--- config.mk ---
export PLATFORM = sky130hd
export DESIGN_NAME = uart_mem_bridge_flat
export DESIGN_NICKNAME = d
export VERILOG_FILES = /design/src/rtl/uart_mem_bridge_if.sv /design/src/rtl/uart_mem_bridge.sv /design/src/flat_wrapper.sv
export SDC_FILE = /design/constraint.sdc
export NUM_CORES = 1
export LEC_CHECK = 0
export CORE_UTILIZATION = 50
export CTS_BUF_LIST = sky130_fd_sc_hd__clkbuf_2 sky130_fd_sc_hd__clkbuf_4 sky130_fd_sc_hd__clkbuf_8
export CTS_CLUSTER_SIZE = 24
export DETAILED_ROUTE_END_ITERATION = 8
export HOLD_SLACK_MARGIN = 0.1
export PLACE_DENSITY_LB_ADDON = 0.1
export SLEW_MARGIN = 20
export SYNTH_ARGS = -nofsm -noshare
export SYNTH_HDL_FRONTEND = slang
export SYNTH_SLANG_ARGS = --single-unit
--- constraint.sdc ---
create_clock -name clk -period 5.1 [get_ports clk]
set_clock_uncertainty 0.2 [all_clocks]
set_input_delay 1.02 -clock clk [delete_from_list [all_inputs] [get_ports clk]]
set_output_delay 1.02 -clock clk [all_outputs]
set_load 0.05 [all_outputs]
--- src/rtl/uart_mem_bridge_if.sv ---
// Request/response and UART FIFO signal bundle for uart_mem_bridge.
//   slave  : the bridge's view (takes requests, drives the UART push/pop flags).
//   master : the surrounding system's view (CPU request side plus the uart block).
// Signals:
//   req_valid/req_ready/req_we/req_addr/req_wdata : single-word request
//   resp_done/resp_err/resp_rdata                 : completion pulse, status, read data
//   uart_send_flag/uart_send_data/uart_send_able  : push into UART send FIFO
//   uart_recv_flag/uart_recv_data/uart_recv_able  : pop from UART recv FIFO
interface uart_mem_bridge_if;
    logic        req_valid;
    logic        req_ready;
    logic        req_we;
    logic [31:0] req_addr;
    logic [31:0] req_wdata;
    logic        resp_done;
    logic        resp_err;
    logic [31:0] resp_rdata;
    logic        uart_send_flag;
    logic [7:0]  uart_send_data;
    logic        uart_send_able;
    logic        uart_recv_flag;
    logic [7:0]  uart_recv_data;
    logic        uart_recv_able;

    modport slave (
        input  req_valid, req_we, req_addr, req_wdata,
        input  uart_send_able, uart_recv_data, uart_recv_able,
        output req_ready, resp_done, resp_err, resp_rdata,
        output uart_send_flag, uart_send_data, uart_recv_flag
    );

    modport master (
        output req_valid, req_we, req_addr, req_wdata,
        output uart_send_able, uart_recv_data, uart_recv_able,
        input  req_ready, resp_done, resp_err, resp_rdata,
        input  uart_send_flag, uart_send_data, uart_recv_flag
    );
endinterface

--- src/rtl/uart_mem_bridge.sv ---
// Bridges single-word memory requests onto byte-wide UART FIFOs.
// A request is sent as an opcode byte (01 read / 02 write), four little-endian
// address bytes and, for writes, four little-endian data bytes. A read then
// collects a four-byte little-endian reply, aborting after timeout_cycles idle
// cycles (0 disables the timeout).
// Ports:
//   clk : system clock, rising edge
//   rst : asynchronous active-high reset
//   bus : uart_mem_bridge_if.slave (request, response and UART FIFO signals)
module uart_mem_bridge #(
    parameter int unsigned timeout_cycles = 100000000
) (
    input logic              clk,
    input logic              rst,
    uart_mem_bridge_if.slave bus
);

    typedef enum logic [2:0] {
        StIdle,
        StSendOp,
        StSendAddr,
        StSendData,
        StRecvData,
        StDone
    } state_e;

    state_e      state_q, state_d;
    logic [1:0]  idx_q;
    logic        we_q;
    logic [31:0] addr_q;
    logic [31:0] wdata_q;
    logic [23:0] rx_q;      // reply bytes 0..2; byte 3 goes straight to resp_rdata
    logic [31:0] cnt_q;
    logic        resp_done_q;
    logic        resp_err_q;
    logic [31:0] resp_rdata_q;

    logic        send_flag;
    logic [7:0]  send_data;
    logic        recv_flag;
    logic        req_ready;
    logic        pop;
    logic        last_byte;
    logic        timeout_hit;

    always_comb begin
        pop         = (state_q == StRecvData) && bus.uart_recv_able;
        last_byte   = (idx_q == 2'd3);
        // Counter value cnt_q+1 is what the register would hold after this edge.
        timeout_hit = (timeout_cycles != 0) && (state_q == StRecvData) &&
                      !bus.uart_recv_able && ((cnt_q + 32'd1) == timeout_cycles);
    end

    // FSM state register.
    always_ff @(posedge clk or posedge rst) begin
        if (rst) begin
            state_q <= StIdle;
        end else begin
            state_q <= state_d;
        end
    end

    // FSM next-state logic.
    always_comb begin
        state_d = state_q;
        unique case (state_q)
            StIdle:     if (bus.req_valid) state_d = StSendOp;
            StSendOp:   if (send_flag) state_d = StSendAddr;
            StSendAddr: if (send_flag && last_byte) state_d = we_q ? StSendData : StRecvData;
            StSendData: if (send_flag && last_byte) state_d = StDone;
            StRecvData: if ((pop && last_byte) || timeout_hit) state_d = StDone;
            StDone:     state_d = StIdle;
            default:    state_d = StIdle;
        endcase
    end

    // FSM outputs.
    always_comb begin
        send_flag = 1'b0;
        send_data = 8'h00;
        req_ready = (state_q == StIdle);
        // Outside RECV_DATA any popped byte is stray and discarded, so the
        // pop flag simply tracks FIFO occupancy in every state.
        recv_flag = bus.uart_recv_able;
        unique case (state_q)
            StSendOp: begin
                send_flag = bus.uart_send_able;
                send_data = we_q ? 8'h02 : 8'h01;
            end
            StSendAddr: begin
                send_flag = bus.uart_send_able;
                send_data = 8'(addr_q >> {idx_q, 3'b000});
            end
            StSendData: begin
                send_flag = bus.uart_send_able;
                send_data = 8'(wdata_q >> {idx_q, 3'b000});
            end
            default: ;
        endcase
    end

    // Request latch, byte index, reply assembly, timeout counter, response.
    always_ff @(posedge clk or posedge rst) begin
        if (rst) begin
            idx_q        <= 2'd0;
            we_q         <= 1'b0;
            addr_q       <= 32'd0;
            wdata_q      <= 32'd0;
            rx_q         <= 24'd0;
            cnt_q        <= 32'd0;
            resp_done_q  <= 1'b0;
            resp_err_q   <= 1'b0;
            resp_rdata_q <= 32'd0;
        end else begin
            resp_done_q <= 1'b0;

            if ((state_q == StIdle) && bus.req_valid) begin
                we_q    <= bus.req_we;
                addr_q  <= bus.req_addr;
                wdata_q <= bus.req_wdata;
            end

            // The index wraps 3 -> 0 exactly when a phase ends, so each phase
            // starts at byte 0 without an explicit clear.
            if ((state_q == StIdle) || timeout_hit) begin
                idx_q <= 2'd0;
            end else if ((send_flag && (state_q != StSendOp)) || pop) begin
                idx_q <= idx_q + 2'd1;
            end

            cnt_q <= ((state_q == StRecvData) && !pop) ? cnt_q + 32'd1 : 32'd0;

            if ((state_q == StSendAddr) && (state_d == StRecvData)) begin
                rx_q <= 24'd0;
            end else if (pop && !last_byte) begin
                case (idx_q)
                    2'd0:    rx_q[7:0]   <= bus.uart_recv_data;
                    2'd1:    rx_q[15:8]  <= bus.uart_recv_data;
                    default: rx_q[23:16] <= bus.uart_recv_data;
                endcase
            end

            if ((state_q == StSendData) && (state_d == StDone)) begin
                resp_done_q <= 1'b1;
                resp_err_q  <= 1'b0;
            end else if ((state_q == StRecvData) && (state_d == StDone)) begin
                resp_done_q <= 1'b1;
                if (timeout_hit) begin
                    resp_err_q   <= 1'b1;
                    resp_rdata_q <= 32'd0;
                end else begin
                    resp_err_q   <= 1'b0;
                    resp_rdata_q <= {bus.uart_recv_data, rx_q};
                end
            end
        end
    end

    assign bus.req_ready      = req_ready;
    assign bus.resp_done      = resp_done_q;
    assign bus.resp_err       = resp_err_q;
    assign bus.resp_rdata     = resp_rdata_q;
    assign bus.uart_send_flag = send_flag;
    assign bus.uart_send_data = send_data;
    assign bus.uart_recv_flag = recv_flag;

endmodule

--- src/flat_wrapper.sv ---
// flat-port wrapper written by rule: the top's interface ports become plain ports
module uart_mem_bridge_flat 
#(
    parameter int unsigned timeout_cycles = 100000000
)
  (clk, rst, bus_req_valid, bus_req_we, bus_req_addr, bus_req_wdata, bus_uart_send_able, bus_uart_recv_data, bus_uart_recv_able, bus_req_ready, bus_resp_done, bus_resp_err, bus_resp_rdata, bus_uart_send_flag, bus_uart_send_data, bus_uart_recv_flag);
  uart_mem_bridge_if bus_i ();
  input logic clk;
  input logic rst;
  input wire logic [$bits(bus_i.req_valid)-1:0] bus_req_valid;
  input wire logic [$bits(bus_i.req_we)-1:0] bus_req_we;
  input wire logic [$bits(bus_i.req_addr)-1:0] bus_req_addr;
  input wire logic [$bits(bus_i.req_wdata)-1:0] bus_req_wdata;
  input wire logic [$bits(bus_i.uart_send_able)-1:0] bus_uart_send_able;
  input wire logic [$bits(bus_i.uart_recv_data)-1:0] bus_uart_recv_data;
  input wire logic [$bits(bus_i.uart_recv_able)-1:0] bus_uart_recv_able;
  output wire logic [$bits(bus_i.req_ready)-1:0] bus_req_ready;
  output wire logic [$bits(bus_i.resp_done)-1:0] bus_resp_done;
  output wire logic [$bits(bus_i.resp_err)-1:0] bus_resp_err;
  output wire logic [$bits(bus_i.resp_rdata)-1:0] bus_resp_rdata;
  output wire logic [$bits(bus_i.uart_send_flag)-1:0] bus_uart_send_flag;
  output wire logic [$bits(bus_i.uart_send_data)-1:0] bus_uart_send_data;
  output wire logic [$bits(bus_i.uart_recv_flag)-1:0] bus_uart_recv_flag;
  assign bus_i.req_valid = bus_req_valid;
  assign bus_i.req_we = bus_req_we;
  assign bus_i.req_addr = bus_req_addr;
  assign bus_i.req_wdata = bus_req_wdata;
  assign bus_i.uart_send_able = bus_uart_send_able;
  assign bus_i.uart_recv_data = bus_uart_recv_data;
  assign bus_i.uart_recv_able = bus_uart_recv_able;
  assign bus_req_ready = bus_i.req_ready;
  assign bus_resp_done = bus_i.resp_done;
  assign bus_resp_err = bus_i.resp_err;
  assign bus_resp_rdata = bus_i.resp_rdata;
  assign bus_uart_send_flag = bus_i.uart_send_flag;
  assign bus_uart_send_data = bus_i.uart_send_data;
  assign bus_uart_recv_flag = bus_i.uart_recv_flag;
  uart_mem_bridge #(.timeout_cycles(timeout_cycles)) u_core (.clk(clk), .rst(rst), .bus(bus_i));
endmodule
==> metrics <==
worst-path cell chain inv_1, nand3_1, mux4_2, nand2_1, nand2_1, a22oi_1, nor2_1, clkdlybuf4s50_1; Placer Congestion 0.819; Syn Inst Count 635; largest net degree at the start of global routing 97; number of port buffers 122; CTS buffer count 17; Synth Register Bits 160; Final Hold Fails 0; Die Span X 125 um; origin of the critical flop-to-flop path u_core.cnt_q[0]; DP HPWL 12100 um; CTS Buffer Depth 2; hold bufs inserted after CTS 0; Synth warnings 0; Crit path arrival time 3240 ps; hold_sp u_core.bus.resp_rdata[8]; Tmin final 4460 ps; Slew HR 0.429; LEAKAGE 3.95 nW; Tightest Pin Transition 856 ps; Max VDD drop 0.000511 V; crit end category primary output; RSZ-0062 raised after global routing no; Data required, critical path 3880 ps; EDFF count, synth 0; clock sink total 160; DR vias 5282; Main synth FF type dfrtp_1; Final Cycle Share 0.874; cell row count 44; post_cts resized 0; Worst Hold Class reg -> reg; Starting Density 0.515; Setup crit start u_core.state_q[2]; Worst R2R Setup Slack 1340 ps; critical path type reg -> out; initial antenna violation count 0; post-synthesis sequential area ratio 0.533; antenna violation net count after detailed routing 0; slowest CP cell clkdlybuf4s50_1; Overflow after GRT 0; total wire length 16800 um; Most Frequent Cell on Critical Path nand2_1; # IOs 123; fin util 0.632; Skew-Pair Late Insertion Delay 450 ps; hold slack final 302 ps; net count after synthesis 718; Die ar. 15500 um2; Vert. Die Dim 125 um; initial DRC count 351; Max Cap Viol 0; Final Slew Violations 0; antenna diode count 0; Tot Pwr 5.25 mW; Layout Nets 823; drt drc 0; Worst path max stage delay 820 ps; FILL cells 1125; CP max FO 16; Vias per Instance 5.64; CP startpoint kind flip-flop; FFs w/ async S/R, synth 1.00; CTS H-Tree Depth 4; clock root cell clkbuf_8; TritonCTS clock tree built; Core ar. 14600 um2; Final setup viols 0; Routed WL per cell 18.0 um; TNS Setup 0 ps; share of cells above drive strength 1 0.185; vias in the first global route 5390; maximum clock frequency 224 MHz; Initial DRT Pass Iterations 5; Synth-to-Final Area Change 22.7%; CTS clk-pin slew, worst paths 90 ps; cell area after synthesis 7520 um2; syn_area_per_cell 11.8 um2; post-synth cell types 56; PwrDens 569 nW/um2; first-pass GRT wire length 27800 um; GRT Util Overall 0.230; status complete, no violations; Post-CTS Setup Bufs 0
## worst max-delay path: cells and delay by family (launching register included)
kind,cells,cell delay (ps)
flip-flops,1,470
buffers and inverters,2,970
AND/OR/NAND/NOR,4,870
multiplexers,1,410
AO/OA/AOI/OAI,1,60
## worst paths after layout
check / endpoint / depth (start not counted)
min in group asynchronous: u_core.addr_q[18] / 2
min reg2reg: u_core.bus.resp_rdata[8] / 1
max: bus_uart_send_data[0] / 8
min: u_core.bus.resp_rdata[8] / 1
max in group asynchronous: u_core.wdata_q[8] / 3
max reg2reg: u_core.bus.resp_rdata[24] / 10
## synthesized netlist by cell type (2+ instances only)
library cell | number | share of area
dfrtp_1 | 160 | 0.53
mux2_2 | 64 | 0.096
nand2_1 | 64 | 0.032
nor2_1 | 55 | 0.027
nand3_1 | 33 | 0.022
a22o_1 | 30 | 0.035
a21oi_1 | 28 | 0.019
clkbuf_1 | 21 | 0.010
xnor2_1 | 19 | 0.022
mux4_2 | 16 | 0.048
xor2_1 | 16 | 0.019
nor3_1 | 12 | 0.0080
mux2i_1 | 9 | 0.012
nand4_1 | 9 | 0.0075
o21ai_0 | 9 | 0.0060
buf_6 | 7 | 0.010
inv_1 | 6 | 0.0030
buf_2 | 5 | 0.0033
ha_1 | 5 | 0.0083
nor4_1 | 5 | 0.0042
and4_1 | 4 | 0.0047
a22oi_1 | 3 | 0.0030
a31oi_1 | 3 | 0.0025
and2_1 | 3 | 0.0025
and3_1 | 3 | 0.0025
clkbuf_2 | 3 | 0.0020
nand4_4 | 3 | 0.0085
nor2b_1 | 3 | 0.0025
nor3b_1 | 3 | 0.0030
nor4_4 | 3 | 0.0085
a22o_2 | 2 | 0.0027
clkbuf_8 | 2 | 0.0037
dlygate4sd1_1 | 2 | 0.0023
nand2b_1 | 2 | 0.0017
or2b_1 | 2 | 0.0020
## report_power, final
group	leakage, nW	internal, mW	switching [mW]
combinational	1.68	0.990	1.15
sequential	2.04	1.74	0.343
clock	0.222	0.554	0.469
## area by class of cell
cell class | instances | area [um2] | share of cell area
multi-input cells | 425 | 3240 | 0.351
well taps | 184 | 230 | 0.0250
clock buffers | 20 | 256 | 0.0278
repair buffers | 128 | 1280 | 0.139
flip-flops and latches | 160 | 4000 | 0.434
clock inverters | 12 | 181 | 0.0197
inverters | 8 | 33.8 | 0.00366
## per-layer routing
metal	global-route usage	up-vias	part of all wire	wire length, um
li1	-	2461	-	-
met1	0.284	2618	0.41	6970
met2	0.372	169	0.48	8140
met3	0.0735	34	0.074	1240
met4	0.0978	0	0.030	505
met5	0	-	0	0
## placed cells by master, fill, tap and decap left out, types with 4 or more instances in the layout
master / count
nand4_1: 9
ha_1: 5
a21oi_1: 28
buf_4: 5
bufinv_16: 4
dfrtp_1: 160
nor3_1: 12
xor2_1: 16
mux2_2: 64
nor4_1: 5
a22o_1: 30
clkdlybuf4s50_1: 122
clkbuf_8: 17
inv_1: 5
nand2_1: 64
mux4_2: 16
o21ai_0: 9
and4_1: 4
mux2i_1: 9
xnor2_1: 19
nand3_1: 33
nor2_1: 55
## sequential cells by signal, summed over array words and instances (netlist names)
signal	count
u_core.addr_q	32
u_core.we_q	1
u_core.wdata_q	32
u_core.bus.resp_done	1
u_core.bus.resp_rdata	32
u_core.cnt_q	32
u_core.state_q	3
u_core.rx_q	24
u_core.idx_q	2
u_core.bus.resp_err	1
## cells by family (layout without fill, tap and decap cells)
group	after synthesis	count (layout)	share of synthesized area
AND/OR/NAND/NOR	212	212	0.146
flip-flops	160	160	0.533
multiplexers	89	89	0.156
AO/OA/AOI/OAI	84	84	0.0782
buffers and inverters	50	168	0.0378
XOR/XNOR	35	35	0.0408
adder cells (fa/ha/maj)	5	5	0.00832
## stage by stage
step                setup slack, ps  cell area, um2  std cells
finish                          641            9220        937
global route                    397            9220        937
CTS                             602            9220        937
detailed placement             1030            8780        905
global placement               1060            8780        905
floorplan                      1570            7520        635
(Power assumes the default switching activity.)
